### config.mk
export PLATFORM = sky130hd
export DESIGN_NAME = bp_fe_dual_queue
export DESIGN_NICKNAME = d
export VERILOG_FILES = /design/src/rtl/bp_fe_dual_queue.sv
export SDC_FILE = /design/constraint.sdc
export NUM_CORES = 1
export LEC_CHECK = 0
export ABC_CLOCK_PERIOD_IN_PS = 4650
export BUFFER_PORTS_ARGS = -buffer_cell sky130_fd_sc_hd__buf_2
export CAP_MARGIN = 5
export CORE_ASPECT_RATIO = 1.4
export CORE_MARGIN = 8
export CORE_UTILIZATION = 40
export DETAILED_ROUTE_END_ITERATION = 12
export PLACE_DENSITY = 0.66
export SYNTH_ARGS = -nofsm -noshare
export SYNTH_HDL_FRONTEND = slang
export SYNTH_SLANG_ARGS = --single-unit
### constraint.sdc
create_clock -name clk_i -period 4.65 [get_ports clk_i]
set_clock_uncertainty 0.2 [all_clocks]
set_input_delay 0.2325 -clock clk_i [delete_from_list [all_inputs] [get_ports clk_i]]
set_output_delay 0.2325 -clock clk_i [all_outputs]
set_load 0.005 [all_outputs]
### src/rtl/bp_fe_dual_queue.sv
// bp_fe_dual_queue
// Dual-enqueue / dual-present FIFO between FE fetch and the BE scheduler.
// The FE pushes up to two packets per cycle, and the two oldest entries are
// shown to the BE. When the BE asserts ready, every valid slot is popped.
// The FIFO has no bypass path, so a packet written this cycle becomes
// visible on the next cycle.

module bp_fe_dual_queue #(
  parameter int fe_queue_width_lp = 64,
  parameter int els_p             = 8
) (
  input  logic                         clk_i,
  input  logic                         reset_i,
  input  logic                         clear_i,
  input  logic [fe_queue_width_lp-1:0] enq_pkt1_i,
  input  logic [fe_queue_width_lp-1:0] enq_pkt2_i,
  input  logic                         enq_v1_i,
  input  logic                         enq_v2_i,
  output logic                         enq_ready_o,
  output logic [fe_queue_width_lp-1:0] fe_queue1_o,
  output logic [fe_queue_width_lp-1:0] fe_queue2_o,
  output logic                         fe_queue_v1_o,
  output logic                         fe_queue_v2_o,
  input  logic                         fe_queue_ready_i,
  output logic [$clog2(els_p+1)-1:0]   count_o
);

  localparam int ptr_w_lp = $clog2(els_p);
  localparam int cnt_w_lp = $clog2(els_p+1);

  // Packet storage.
  // It is never reset, because the count alone decides which entries are live.
  logic [fe_queue_width_lp-1:0] r_mem [els_p];

  logic [ptr_w_lp-1:0] r_head;
  logic [ptr_w_lp-1:0] r_tail;
  logic [cnt_w_lp-1:0] r_count;

  logic                w_v1;
  logic                w_v2;
  logic                w_enq_ready;
  logic                w_enq_fire;
  logic [1:0]          w_enq_n;
  logic [1:0]          w_deq_n;
  logic [ptr_w_lp-1:0] w_head_p1;
  logic [ptr_w_lp-1:0] w_tail_p1;
  logic [els_p-1:0]    w_wr1;
  logic [els_p-1:0]    w_wr2;

  // Slot valids come straight from the registered occupancy.
  assign w_v1 = (r_count != '0);
  assign w_v2 = (r_count >= cnt_w_lp'(2));

  // Ready requires room for a full pair.
  // It looks only at the registered count and ignores any dequeue in the same cycle.
  assign w_enq_ready = (r_count <= cnt_w_lp'(els_p - 2));
  assign w_enq_fire  = w_enq_ready & enq_v1_i & ~clear_i;
  assign w_enq_n     = w_enq_fire ? (enq_v2_i ? 2'd2 : 2'd1) : 2'd0;

  // The BE takes every valid slot, which is zero, one or two entries.
  // Because v2 implies v1, the pop count is just {v2, v1 & ~v2}.
  assign w_deq_n = (fe_queue_ready_i & ~clear_i) ? {w_v2, w_v1 & ~w_v2} : 2'd0;

  // Depth is a power of two, so pointer arithmetic wraps for free.
  assign w_head_p1 = r_head + ptr_w_lp'(1);
  assign w_tail_p1 = r_tail + ptr_w_lp'(1);

  // Per-entry write selects.
  // pkt1 lands at the tail, and pkt2 lands in the slot just behind it.
  genvar gi;
  generate
    for (gi = 0; gi < els_p; gi++) begin : g_wr_sel
      assign w_wr1[gi] = w_enq_fire & (r_tail == ptr_w_lp'(gi));
      assign w_wr2[gi] = w_enq_fire & enq_v2_i & (w_tail_p1 == ptr_w_lp'(gi));
    end
  endgenerate

  // Storage write port.
  // At most one of the two selects is active for any given entry.
  always_ff @(posedge clk_i) begin
    for (int i = 0; i < els_p; i++) begin
      if (w_wr1[i]) begin
        r_mem[i] <= enq_pkt1_i;
      end else if (w_wr2[i]) begin
        r_mem[i] <= enq_pkt2_i;
      end
    end
  end

  // Pointer and occupancy update.
  // Reset dominates clear, and clear dominates traffic in the same cycle.
  always_ff @(posedge clk_i or posedge reset_i) begin
    if (reset_i) begin
      r_head  <= '0;
      r_tail  <= '0;
      r_count <= '0;
    end else if (clear_i) begin
      r_head  <= '0;
      r_tail  <= '0;
      r_count <= '0;
    end else begin
      r_head  <= r_head + ptr_w_lp'(w_deq_n);
      r_tail  <= r_tail + ptr_w_lp'(w_enq_n);
      r_count <= r_count + cnt_w_lp'(w_enq_n) - cnt_w_lp'(w_deq_n);
    end
  end

  // Flag protocol misuse by the FE.
  // These are warnings only, because the hardware simply drops the request.
  always_ff @(posedge clk_i) begin
    if (!reset_i) begin
      assert (!(enq_v2_i && !enq_v1_i))
        else $warning("enq_v2_i without enq_v1_i ignored");
      assert (!(enq_v1_i && !w_enq_ready && !clear_i))
        else $warning("enqueue while not ready dropped");
    end
  end

  // Present the two oldest entries.
  // Each data slot is zeroed whenever it is not valid.
  assign fe_queue_v1_o = w_v1;
  assign fe_queue_v2_o = w_v2;
  assign fe_queue1_o   = w_v1 ? r_mem[r_head]    : '0;
  assign fe_queue2_o   = w_v2 ? r_mem[w_head_p1] : '0;
  assign enq_ready_o   = w_enq_ready;
  assign count_o       = r_count;

endmodule

* Yosys cells after proc, flatten, opt, wreduce, memory -nomap -nowiden
Memories as Yosys holds them, arrays and structs flattened.
Cells that the tools add are included.
** Cells by class
- Add/sub/neg operators :: 6
- $lt $le $gt $ge :: 2
- Equal/unequal tests :: 14
- Muxes and demuxes :: 74
- Bitwise gates (word level) :: 31
- Reductions and logical operators :: 9
** Operator list (number)
- 64-bit 2-to-1 mux :: 16
- 64-bit OR reduction :: 6
- 1-bit 2-to-1 mux :: 46
- 3-bit equality test (second input constant) :: 8
- 3-bit 2-to-1 mux :: 8
- 1-bit AND :: 21
- 3-bit by 2-bit equality test with 1-bit output (second input constant) :: 4
- 1-bit OR :: 8
- 3-bit by 1-bit adder with 3-bit output (second input constant) :: 2
- 3-bit by 2-bit adder with 3-bit output :: 2
- 3-bit by 1-bit equality test with 1-bit output (second input constant) :: 2
- 3-bit zero test :: 2
- 2-bit 2-to-1 mux :: 3
- 4-bit by 2-bit adder with 4-bit output :: 1
- 4-bit by 2-bit greater-or-equal comparator with 1-bit output (second input constant) :: 1
- 4-bit by 3-bit less-or-equal comparator with 1-bit output (second input constant) :: 1
- 4-bit 2-to-1 mux :: 1
- 4-bit nonzero test :: 1
- 4-bit by 2-bit subtractor with 4-bit output :: 1
- 1-bit inverter :: 2
** Storage, ports and cells
- Flip-flop bits (word level) :: 10
- RAM bits :: 512
- Input bits :: 134
- Output and inout port bits :: 135
- Logic and storage cells :: 140
- Memories :: 1
** Memory list
- r_mem :: words 8, width 64, read ports 2, clocked after memory_dff 0, wr ports 2, line 33 : logic [fe_queue_width_lp-1:0] r_mem [els_p];

* Depth between registers and ports, before layout
- Depth in word-level cells :: 13
- Gate-level depth with buffers :: 13
- Mapped depth without buffers :: 12

* Least setup slack after synthesis
Ideal clock, no wire load.
- Path kind :: flip-flop to flip-flop
- Start point :: register r_tail[0]
- End point :: memory r_mem[0][0] (enable)
- Library setup time :: 507 ps
- Arrival :: 4345 ps
- Required time :: 3943 ps
- Path slack :: -402 ps
- Stages on the path, launching flop included :: 7
- Buffers on the path :: 1
- Cells stage by stage :: dfrtp_1 -> buf_2 -> nand2_1 -> inv_1 -> ha_1 -> nand3_1 -> a21oi_1
** RTL lines
- start, declared :: line 36 : logic [ptr_w_lp-1:0] r_tail;
- start signal, assigned :: line 103 : r_tail <= r_tail + ptr_w_lp'(w_enq_n);
- end, declared :: line 33

==> flow_metrics.tcl <==
set metrics [dict create \
    ys_types 39 \
    yosys-top-cells-area "edfxtp_1, mux4_2, mux2_2, a22o_1, mux2_4" \
    synth_seq_cells 522 \
    rr_endpoint "r_mem[7][54]$_DFFE_PP_" \
    reg2reg_depth 8 \
    ys_seq_area_share_pct 52.0 \
    drtIter0Drc 1298 \
    die_x_um 248 \
    numPortBuffers 268 \
    peakVddDrop_v 0.000306 \
    tns_ns 0 \
    min-delay-start "fe_queue_ready_i" \
    hold_viol_final 0 \
    final_nets 2241 \
    yosysWarnings 0 \
    critPathKind "flop to flop" \
    routed_wl_mm 93.6 \
    tightest_slew_ns 1.07 \
    dpl.hpwl_mm 54.8 \
    status "finished, final reports clean" \
    cellLeakagePower_nw 12.4 \
    vias 18800 \
    max_cap_violations 0 \
    grt_max_degree 143 \
    drtPass1Iterations 7 \
    maxSlewViolCount 0 \
    grt.overflow.total 0 \
    layout-drive-gt1-share_pct 54.8 \
    die_y_um 340 \
    rr_startpoint "r_tail[1]$_DFF_PP0_" \
    die_area_um2 84200 \
    htreeDepth 2 \
    crit_path_max_incr_delay_ns 0.75 \
    cts_tree "built" \
    synth_edf_count 512 \
    final_common_cell "edfxtp_1" \
    clkTransAtPathRegs_ns 0.06 \
    pwr_density_cell_nw_per_um2 380 \
    synthFlopType "edfxtp_1" \
    max_freq_ghz 0.252 \
    clockBufferDepth 3 \
    crit_slowest_cell "or4_4" \
    path_buf_inv 3 \
    design_area_um2 36100 \
    syn_inst 1663 \
    drc_errors 0 \
    cts.sinks 522 \
    viasPerCell 6.06 \
    placed_cell_area_um2 32500 \
    maxSlewHeadroom_pct 28.6 \
    startpoint_type "flop" \
    async_flop_share_pct 1.92 \
    syn2layout_area_growth_pct 20.2 \
    yosysTopAreaCell "edfxtp_1" \
    cts_inserted_buffers 55 \
    critical_path_required_ns 4.81 \
    dp.cells 2808 \
    wl_per_cell_um 30.1 \
    grt_pass1_wl_mm 136 \
    period_needed_ns 3.97 \
    setup_viol 0 \
    root_buffer "clkbuf_16" \
    min_path_cells 5 \
    netlist_area_um2 30000 \
    gp_congestion 0.792 \
    worstHoldEndpoint "r_head[1]$_DFF_PP0_" \
    power_mw 13.7 \
    rsz0062_at_grt "no" \
    path_max_fanout 23 \
    post-route-period-util_pct 85.4 \
    cts.repair.resized 0 \
    antenna_found_initial 7 \
    core-area_um2 74700 \
    synth.net_count 1812 \
    grt_use_total_pct 21.8 \
    critPathArrivalTime_ns 4.13 \
    worstPathCellList "nand2_1 > inv_1 > ha_1 > or2b_4 > or4_4 > buf_12 > mux2_4 > dlygate4sd3_1" \
    pin_count 269 \
    final_cell_count_no_fill 3108 \
    start_util_pct 40.2 \
    synth_top_area_share_pct 51.2 \
    rows 119 \
    ant_nets 0 \
    clock_latency_ns 0.61 \
    cp-end-kind "flop" \
    hold_path.class "input port to flop" \
    first_global_vias 20700 \
    r2r_slack_ns 0.68 \
    avgSynthCellArea_um2 18.1 \
    final_cell_mix "edfxtp_1, mux2_2, buf_2, mux4_2, dlygate4sd3_1" \
    critical_path.top_delay_family "simple AND/OR/NAND/NOR gates" \
]
-- area by class of cell --
cell class,count,area [um2]
Multi-Input combinational cell,988,13700
Fill cell,6412,38700
Antenna cell,7,17.5
Clock inverter,25,171
Timing Repair Buffer,513,3860
Tap cell,968,1210
Clock buffer,73,1490
Sequential cell,522,15600
Inverter,12,45.0
-- worst register-to-register path, delay by kind of cell (launching register included) --
family / cells / cell delay [ns]
and+or+nand+nor: 3 / 1.24
buffers and inverters: 3 / 1.06
DFF: 1 / 0.56
muxes: 1 / 0.36
adders and majority gates: 1 / 0.31
-- worst max path at each step --
stage                                   start                endpoint  slack [ns]  cells past startpoint
final                     r_tail[1]$_DFF_PP0_  r_mem[7][54]$_DFFE_PP_        0.68                      8
after global routing      r_head[0]$_DFF_PP0_         fe_queue2_o[48]        0.52                      5
after CTS                 r_head[0]$_DFF_PP0_         fe_queue2_o[46]        0.63                      5
after detailed placement  r_tail[1]$_DFF_PP0_  r_mem[5][32]$_DFFE_PP_        1.13                      8
after global placement    r_tail[1]$_DFF_PP0_  r_mem[5][27]$_DFFE_PP_        1.23                      8
after floorplan           r_tail[0]$_DFF_PP0_   r_mem[4][0]$_DFFE_PP_       0.009                      7
-- sequential cells by signal (all words and copies together) (netlist names) --
signal   count
count_o      4
r_head       3
r_tail       3
r_mem      512
-- synthesized netlist by cell type, types with 2 or more instances --
cell type,n
buf_12,6
and2_1,2
xnor2_1,4
or3_1,2
a22o_1,128
nand2b_1,5
nor2_1,25
nor2b_1,8
fa_1,4
buf_1,14
mux2_1,15
mux4_2,256
inv_1,12
clkbuf_1,43
nand3_1,2
dfrtp_1,10
buf_6,14
or2_2,2
mux2_4,60
ha_1,11
buf_4,6
a21oi_1,7
o21ai_1,2
mux2_2,437
nand2_1,6
edfxtp_1,512
buf_2,58
-- cell families (layout without fill, tap and decap cells) --
logic type / after synthesis / after routing / synth area share [%]
AND/OR/NAND/NOR: 61 / 61 / 1.13
adder cells (fa/ha/maj): 15 / 15 / 0.725
flip-flops: 522 / 522 / 52.0
other: 0 / 7 / 0
multiplexers: 768 / 768 / 39.1
XOR/XNOR: 5 / 5 / 0.146
buffers and inverters: 153 / 623 / 2.90
AO/OA/AOI/OAI: 139 / 139 / 3.94
-- repair_timing --
action	CTS	global route
hold buffers	195	0
endpoints found under the setup margin	0	0
buffers inserted	0	0
endpoints found under the hold margin	532	0
-- metal layers --
| layer | vias to the layer above | GRT usage, % | routed length [um] |
|---|---|---|---|
| met5 | - | 0 | 13 |
| met3 | 177 | 3.15 | 4800 |
| met4 | 2 | 8.99 | 3910 |
| li1 | 7911 | - | - |
| met2 | 699 | 41.1 | 51100 |
| met1 | 10100 | 24.2 | 33800 |
-- per-stage QoR --
stage          util [%]  hold slack (ns)  setup WS, ns
3_3_place_gp       43.4           0.0565          1.23
4_1_cts            48.3           0.0345         0.627
2_1_floorplan         -           -0.127       0.00882
5_1_grt            48.3           0.0698         0.523
6_report           48.3           0.0668         0.678
3_5_place_dp       43.4           0.0657          1.13
-- where the power goes --
part,internal [mW],switching [mW],total [mW]
Sequential,5.35,0.0857,5.44
Combinational,1.90,2.13,4.04
Clock,2.34,1.89,4.23
No activity file was read; power rests on OpenSTA's default activity.
